## config.mk

```make
export PLATFORM = sky130hd
export DESIGN_NAME = chop_seq_ctrl_flat
export DESIGN_NICKNAME = d
export VERILOG_FILES = /design/src/rtl/chop_seq_ctrl_if.sv /design/src/rtl/chop_seq_ctrl.sv /design/src/flat_wrapper.sv
export SDC_FILE = /design/constraint.sdc
export NUM_CORES = 1
export LEC_CHECK = 0
export ABC_CLOCK_PERIOD_IN_PS = 7000
export CAP_MARGIN = 5
export CORE_ASPECT_RATIO = 0.7
export CORE_MARGIN = 8
export CORE_UTILIZATION = 55
export CTS_CLUSTER_SIZE = 8
export DETAILED_ROUTE_END_ITERATION = 8
export PLACE_DENSITY = 0.79
export SLEW_MARGIN = 5
export SYNTH_ARGS = -nofsm -noshare
export SYNTH_HDL_FRONTEND = slang
export SYNTH_SLANG_ARGS = --single-unit
```

## constraint.sdc

```tcl
create_clock -name clk -period 7 [get_ports clk]
set_input_delay 1.4 -clock clk [delete_from_list [all_inputs] [get_ports clk]]
set_output_delay 1.4 -clock clk [all_outputs]
set_load 0.05 [all_outputs]
```

## src/rtl/chop_seq_ctrl_if.sv

```systemverilog
// Control/config bus between the register front-end and the chopper run controller,
// plus the enable/count lines the controller drives toward the chopper generator.
interface chop_seq_ctrl_if;
  logic        start;
  logic        stop;
  logic        chop_default;
  logic        cfg_wr;
  logic [31:0] cfg_change_count;
  logic [31:0] cfg_max_count;
  logic [15:0] cfg_num_periods;
  logic        chop_i;
  logic        chop_en_o;
  logic [31:0] change_count_o;
  logic [31:0] max_count_o;
  logic        busy_o;
  logic        done_o;
  logic        cfg_err_o;
  logic        cfg_pending_o;
  logic        wdog_err_o;
  logic [15:0] period_cnt_o;

  modport master (
    output start, stop, chop_default, cfg_wr, cfg_change_count, cfg_max_count,
           cfg_num_periods, chop_i,
    input  chop_en_o, change_count_o, max_count_o, busy_o, done_o, cfg_err_o,
           cfg_pending_o, wdog_err_o, period_cnt_o
  );

  modport slave (
    input  start, stop, chop_default, cfg_wr, cfg_change_count, cfg_max_count,
           cfg_num_periods, chop_i,
    output chop_en_o, change_count_o, max_count_o, busy_o, done_o, cfg_err_o,
           cfg_pending_o, wdog_err_o, period_cnt_o
  );
endinterface

```

## src/rtl/chop_seq_ctrl.sv

```systemverilog
// Run controller for the chopper generator: arm/run/stop/burst sequencing, boundary-aligned
// config updates and a watchdog on the returned chop signal.
module chop_seq_ctrl #(
  parameter int unsigned ARM_CYCLES  = 4,
  parameter int unsigned WDOG_MARGIN = 16
) (
  input  logic           clk,
  input  logic           reset_n,
  chop_seq_ctrl_if.slave bus
);

  typedef enum logic [2:0] {
    S_IDLE,
    S_ARM,
    S_RUN,
    S_STOPPING,
    S_ERR
  } state_t;

  state_t      state_q, state_d;
  logic        chop_q;
  logic [31:0] act_chg_q, act_chg_d, act_max_q, act_max_d;
  logic [31:0] sh_chg_q, sh_chg_d, sh_max_q, sh_max_d;
  logic        pend_q, pend_d;
  logic        cfg_err_q, cfg_err_d;
  logic        done_q, done_d;
  logic [15:0] num_q, num_d;
  logic [15:0] period_q, period_d;
  logic [32:0] wd_q, wd_d;
  logic [31:0] arm_q, arm_d;

  logic        bnd;
  logic        cfg_valid;
  logic [32:0] wd_limit;
  logic [15:0] period_inc;
  logic        final_bnd;

  assign bnd        = (chop_q == ~bus.chop_default) && (bus.chop_i == bus.chop_default);
  assign cfg_valid  = (bus.cfg_max_count >= 32'd2) && (bus.cfg_change_count >= 32'd1) &&
                      (bus.cfg_change_count < bus.cfg_max_count);
  assign wd_limit   = {1'b0, act_max_q} + 33'(WDOG_MARGIN);
  assign period_inc = (period_q == '1) ? period_q : period_q + 16'd1;
  assign final_bnd  = bnd && (num_q != '0) && (period_inc == num_q);

  always_comb begin
    state_d   = state_q;
    act_chg_d = act_chg_q;
    act_max_d = act_max_q;
    sh_chg_d  = sh_chg_q;
    sh_max_d  = sh_max_q;
    pend_d    = pend_q;
    cfg_err_d = cfg_err_q;
    done_d    = 1'b0;
    num_d     = num_q;
    period_d  = period_q;
    wd_d      = wd_q;
    arm_d     = arm_q;

    if (bus.cfg_wr) cfg_err_d = !cfg_valid;

    unique case (state_q)
      S_IDLE: begin
        if (pend_q) begin
          act_chg_d = sh_chg_q;
          act_max_d = sh_max_q;
          pend_d    = 1'b0;
        end
        if (bus.cfg_wr && cfg_valid) begin
          act_chg_d = bus.cfg_change_count;
          act_max_d = bus.cfg_max_count;
        end
        if (bus.start && !cfg_err_q) begin
          state_d  = S_ARM;
          arm_d    = '0;
          period_d = '0;
          wd_d     = '0;
          num_d    = bus.cfg_num_periods;
        end
      end
      S_ARM: begin
        if (bus.stop) begin
          state_d = S_IDLE;
        end else if (arm_q == 32'(ARM_CYCLES - 1)) begin
          state_d = S_RUN;
          wd_d    = '0;
        end else begin
          arm_d = arm_q + 32'd1;
        end
      end
      S_RUN, S_STOPPING: begin
        if (bnd) begin
          period_d = period_inc;
          wd_d     = '0;
          if (pend_q) begin
            act_chg_d = sh_chg_q;
            act_max_d = sh_max_q;
            pend_d    = 1'b0;
          end
          // Final burst boundary wins over a coincident stop so done pulses once.
          if (final_bnd || (state_q == S_STOPPING)) begin
            state_d = S_IDLE;
            done_d  = 1'b1;
          end else if (bus.stop) begin
            state_d = S_STOPPING;
          end
        end else if ((wd_q + 33'd1) >= wd_limit) begin
          state_d = S_ERR;
        end else begin
          wd_d = wd_q + 33'd1;
          if (bus.stop) state_d = S_STOPPING;
        end
      end
      S_ERR: begin
        if (bus.stop) state_d = S_IDLE;
      end
      default: state_d = S_IDLE;
    endcase

    // A write landing on a boundary cycle is staged after that boundary's apply.
    if (bus.cfg_wr && cfg_valid && (state_q != S_IDLE)) begin
      sh_chg_d = bus.cfg_change_count;
      sh_max_d = bus.cfg_max_count;
      pend_d   = 1'b1;
    end
  end

  always_ff @(posedge clk or negedge reset_n) begin
    if (!reset_n) begin
      state_q   <= S_IDLE;
      chop_q    <= 1'b0;
      act_chg_q <= 32'd1;
      act_max_q <= 32'd2;
      sh_chg_q  <= '0;
      sh_max_q  <= '0;
      pend_q    <= 1'b0;
      cfg_err_q <= 1'b0;
      done_q    <= 1'b0;
      num_q     <= '0;
      period_q  <= '0;
      wd_q      <= '0;
      arm_q     <= '0;
    end else begin
      state_q   <= state_d;
      chop_q    <= bus.chop_i;
      act_chg_q <= act_chg_d;
      act_max_q <= act_max_d;
      sh_chg_q  <= sh_chg_d;
      sh_max_q  <= sh_max_d;
      pend_q    <= pend_d;
      cfg_err_q <= cfg_err_d;
      done_q    <= done_d;
      num_q     <= num_d;
      period_q  <= period_d;
      wd_q      <= wd_d;
      arm_q     <= arm_d;
    end
  end

  assign bus.chop_en_o      = (state_q == S_RUN) || (state_q == S_STOPPING);
  assign bus.busy_o         = (state_q == S_ARM) || (state_q == S_RUN) || (state_q == S_STOPPING);
  assign bus.wdog_err_o     = (state_q == S_ERR);
  assign bus.change_count_o = act_chg_q;
  assign bus.max_count_o    = act_max_q;
  assign bus.done_o         = done_q;
  assign bus.cfg_err_o      = cfg_err_q;
  assign bus.cfg_pending_o  = pend_q;
  assign bus.period_cnt_o   = period_q;

endmodule

```

## src/flat_wrapper.sv

```systemverilog
// flat-port wrapper written by rule: the top's interface ports become plain ports
module chop_seq_ctrl_flat 
#(
  parameter int unsigned ARM_CYCLES  = 4,
  parameter int unsigned WDOG_MARGIN = 16
)
  (clk, reset_n, bus_start, bus_stop, bus_chop_default, bus_cfg_wr, bus_cfg_change_count, bus_cfg_max_count, bus_cfg_num_periods, bus_chop_i, bus_chop_en_o, bus_change_count_o, bus_max_count_o, bus_busy_o, bus_done_o, bus_cfg_err_o, bus_cfg_pending_o, bus_wdog_err_o, bus_period_cnt_o);
  chop_seq_ctrl_if bus_i ();
  input  logic clk;
  input  logic reset_n;
  input wire logic [$bits(bus_i.start)-1:0] bus_start;
  input wire logic [$bits(bus_i.stop)-1:0] bus_stop;
  input wire logic [$bits(bus_i.chop_default)-1:0] bus_chop_default;
  input wire logic [$bits(bus_i.cfg_wr)-1:0] bus_cfg_wr;
  input wire logic [$bits(bus_i.cfg_change_count)-1:0] bus_cfg_change_count;
  input wire logic [$bits(bus_i.cfg_max_count)-1:0] bus_cfg_max_count;
  input wire logic [$bits(bus_i.cfg_num_periods)-1:0] bus_cfg_num_periods;
  input wire logic [$bits(bus_i.chop_i)-1:0] bus_chop_i;
  output wire logic [$bits(bus_i.chop_en_o)-1:0] bus_chop_en_o;
  output wire logic [$bits(bus_i.change_count_o)-1:0] bus_change_count_o;
  output wire logic [$bits(bus_i.max_count_o)-1:0] bus_max_count_o;
  output wire logic [$bits(bus_i.busy_o)-1:0] bus_busy_o;
  output wire logic [$bits(bus_i.done_o)-1:0] bus_done_o;
  output wire logic [$bits(bus_i.cfg_err_o)-1:0] bus_cfg_err_o;
  output wire logic [$bits(bus_i.cfg_pending_o)-1:0] bus_cfg_pending_o;
  output wire logic [$bits(bus_i.wdog_err_o)-1:0] bus_wdog_err_o;
  output wire logic [$bits(bus_i.period_cnt_o)-1:0] bus_period_cnt_o;
  assign bus_i.start = bus_start;
  assign bus_i.stop = bus_stop;
  assign bus_i.chop_default = bus_chop_default;
  assign bus_i.cfg_wr = bus_cfg_wr;
  assign bus_i.cfg_change_count = bus_cfg_change_count;
  assign bus_i.cfg_max_count = bus_cfg_max_count;
  assign bus_i.cfg_num_periods = bus_cfg_num_periods;
  assign bus_i.chop_i = bus_chop_i;
  assign bus_chop_en_o = bus_i.chop_en_o;
  assign bus_change_count_o = bus_i.change_count_o;
  assign bus_max_count_o = bus_i.max_count_o;
  assign bus_busy_o = bus_i.busy_o;
  assign bus_done_o = bus_i.done_o;
  assign bus_cfg_err_o = bus_i.cfg_err_o;
  assign bus_cfg_pending_o = bus_i.cfg_pending_o;
  assign bus_wdog_err_o = bus_i.wdog_err_o;
  assign bus_period_cnt_o = bus_i.period_cnt_o;
  chop_seq_ctrl #(.ARM_CYCLES(ARM_CYCLES), .WDOG_MARGIN(WDOG_MARGIN)) u_core (.clk(clk), .reset_n(reset_n), .bus(bus_i));
endmodule
```

==> flow_summary.toml <==
[floorplan]
fp-row-count = 48
start_util_pct = 55.6
dieArea_mm2 = 0.0301
core_area_mm2 = 0.0244
die_x_um = 204
die_y_um = 147
pin_count = 173

[global_routing]
grt_use_total_pct = 25.7
grt_overflow_total = 0
grt_pass1_vias = 11496
antenna_found_initial = 0
grt_pass1_wl_um = 62900
grt_max_degree = 84

[outcome]
status = "complete, no violations"

[setup_path]
crit_start = "u_core.wd_q[0]"
crit_path_end_kind = "flop"
start_kind = "flop"
regToRegStartpoint = "u_core.wd_q[0]"
critPathArrivalTime_ns = 5.50
critPathRequiredTime_ns = 7.43
cp_max_fo = 25
rrSetupSlack_ns = 1.93
critical_path_class = "reg -> reg"

[synthesis]
synth_top_family_by_area = "simple AND/OR/NAND/NOR gates"
syn_inst = 1347
yosysWarnings = 0
synth_simple_gate_area_share_pct = 19.1
yosysSeqAreaShare_pct = 42.8
synthMuxAreaShare_pct = 6.85
synth-edff-count = 0
synth_fa_ha_area_share_pct = 6.26
async_reset_ff_share_pct = 100
synthesis.nets = 1502
netlist_area_mm2 = 0.0136
ys_ff_latch = 232
synthXorXnorAreaFrac_pct = 6.13
avgSynthCellArea_um2 = 10.1
synth_cell_types = 68
ys.flop_type = "dfrtp_1"
synth-compound-area-share_pct = 14.6

[clocking]
cts_hold_buf = 0
cts-root-buf = "clkbuf_16"
clk_latency_ns = 0.51
cts_resized = 0
cts_tree = "done"
htreeDepth = 2
cts_setup_buffers = 0
cts.sinks = 232
clockBufferDepth = 3
cts_buffers = 34
clk_pin_slew_worst_paths_ns = 0.05

[route]
drtPass1Iterations = 7
drt-initial-drc-count = 927
wire_per_inst_um = 21.3
wl_met2_um = 17500
dr_total_vias = 11440
met1_length_um = 17400
wirelength_um = 39200
drtAntennaViolNets = 0
top_layer = "met4"
avgViaCountPerCell = 6.23
dr_wl_met3_um = 3190
drc = 0

[power]
sequentialPowerShare_pct = 34.4
leakagePower_nw = 6.77
pwr_density_cell_mw_per_mm2 = 399
clockPowerShare_pct = 22.3
peakVddDrop_v = 0.000400
sw_frac_of_total_pct = 42.2
switchingPower_w = 0.00275
pwr-share-comb_pct = 43.3
intPower_w = 0.00377

[timing]
layout_min_cycle_time_ns = 5.07
hold_violations = 0
maxSlewViolCount = 0
clock_skew_ns = 0.0260
finalSetupViolations = 0
fin_ws_ns = 1.93
rsz0062_at_grt = "no"
worstMarginPinSlew_ns = 1.22
fin_crit_sh_pct = 72.4
relSlewSlack_pct = 18.4
fmax_mhz = 197
finalSetupTns_ns = 0

[placement]
io_buffer_count = 172
place_congestion = 0.934
placed_area_mm2 = 0.0155
dp_slack_ns = 1.67
dp.final_hpwl_um = 28200

[min_path]
hp-start = "u_core.sh_chg_q[21]"
hp-class = "reg -> reg"

[cells_and_area]
n_antenna_cell = 0
drive_gt1_share_pct = 9.07
design_area_mm2 = 0.0164
area.growth.synth_to_final_pct = 20.6
nets = 1657

[flow_run]
drv_cap = 0
==> kinds of logic after synthesis <==
logic type	Yosys count
xor gates and xnor gates	95
buffers and inverters	120
muxes	83
adders and majority gates	68
AOI/OAI and AO/OA	263
and+or+nand+nor	486
DFF	232
==> registers in the layout, summed over array words and instances, names as in the netlist <==
name / flops
u_core.bus.done_o: 1
u_core.sh_max_q: 32
u_core.bus.max_count_o: 32
u_core.num_q: 16
u_core.wd_q: 33
u_core.bus.change_count_o: 32
u_core.bus.period_cnt_o: 16
u_core.sh_chg_q: 32
u_core.bus.cfg_pending_o: 1
u_core.arm_q: 32
u_core.state_q: 3
u_core.bus.cfg_err_o: 1
u_core.chop_q: 1
==> cells in the mapped netlist, types with 3 or more instances <==
cell	number	area, µm²
a21oi_1	47	235
o21ai_0	66	330
a31oi_1	12	75.1
xnor2_1	57	499
o21bai_1	5	37.5
mux2_1	54	608
a211o_1	4	35.0
o21a_1	3	22.5
o21ai_1	10	50.1
a211oi_1	6	45.0
xor2_1	38	333
nor2_1	67	251
mux2_2	26	293
clkbuf_1	30	113
nor3_1	21	105
and3_1	21	131
nand2b_1	11	68.8
nor4b_1	3	26.3
and2_1	7	43.8
ha_1	68	851
nand4_1	41	257
buf_2	21	105
dfrtp_1	230	5760
buf_6	12	135
nor4_1	31	194
nor4_4	3	63.8
o211ai_1	5	37.5
mux2i_1	3	30.0
a21o_1	10	75.1
inv_1	52	195
o221a_1	64	721
nand3_1	88	440
and4_1	12	105
o31ai_1	9	67.6
or2_2	35	219
buf_4	5	37.5
nand2_1	114	428
or3_1	15	93.8
==> worst paths after layout <==
path                                        to  cells past startpoint
max reg2reg                    u_core.wd_q[26]                     18
min reg2reg                u_core.sh_chg_q[21]                      1
max in group asynchronous     u_core.arm_q[20]                      2
min                        u_core.sh_chg_q[21]                      1
min in group asynchronous      u_core.wd_q[26]                      1
max                            u_core.wd_q[26]                     18
==> layout make-up <==
type                            instances  area (µm²)
Inverter                               52         195
Multi-Input combinational cell        995        7210
Tap cell                              325         407
Timing Repair Buffer                  187        1840
Clock buffer                           41         877
Clock inverter                          3        33.8
Sequential cell                       232        5810
Fill cell                            1866        8070
==> power groups by stage <==
stage / registers [W] / clock network, W / logic [W]
CTS: 0.00223 / 0.00148 / 0.00283
global placement: 0.00223 / 0 / 0.00274
finish: 0.00225 / 0.00146 / 0.00282
detailed placement: 0.00224 / 0 / 0.00281
global route: 0.00229 / 0.00154 / 0.00301
floorplan: 0.00274 / 0 / 0.00134
==> critical path: stages (launching register included) <==
cell and delay, ns:
dfrtp_1 0.42, ha_1 0.26, nand3_1 0.21, nor2_1 0.41
nand2b_1 0.25, nor3_2 0.38, nand2_1 0.16, xnor2_1 0.16
ha_1 0.31, nand4_1 0.16, or2_0 0.29, or3_1 0.32
o22ai_1 0.23, o21ai_1 0.12, buf_4 0.20, o21bai_2 0.49
buf_4 0.37, a21oi_1 0.06, o21ai_0 0.18
==> cell usage in the layout, fill, tap and decap left out, types with 5 or more instances in the layout <==
cell type,Yosys,layout
dfrtp_1,230,230
a21o_1,10,10
nor3_1,21,21
nand3_1,88,88
clkbuf_1,30,7
nand2_1,114,114
xnor2_1,57,57
clkbuf_16,0,34
or3_1,15,15
buf_4,5,15
mux2_1,54,54
a21oi_1,47,47
xor2_1,38,38
a211oi_1,6,6
o21ai_0,66,66
a31oi_1,12,12
o31ai_1,9,9
nand4_1,41,41
o211ai_1,5,5
o221a_1,64,64
nand2b_1,11,11
clkdlybuf4s50_1,0,171
nor4_1,31,31
and2_1,7,7
or2_2,35,35
nor2_1,67,67
inv_1,52,52
mux2_2,26,26
and4_1,12,12
o21ai_1,10,10
ha_1,68,68
and3_1,21,21
==> layer usage <==
metal / global-route usage (%) / up-vias
li1: - / 5254
met1: 36.4 / 5650
met2: 37.6 / 457
met3: 7.15 / 79
met4: 8.14 / 0
met5: 0 / -
==> stage by stage <==
stage / hold WS [ns] / std cells / util, % / power [W]
2_1_floorplan: 0.450 / 1347 / - / 0.00408
4_1_cts: 0.479 / 1835 / 67.0 / 0.00655
5_1_grt: 0.492 / 1835 / 67.0 / 0.00685
3_5_place_dp: 0.468 / 1791 / 63.3 / 0.00505
6_report: 0.478 / 1835 / 67.0 / 0.00653
3_3_place_gp: 0.459 / 1791 / 63.3 / 0.00497
Power figures use the tool's default switching activity.
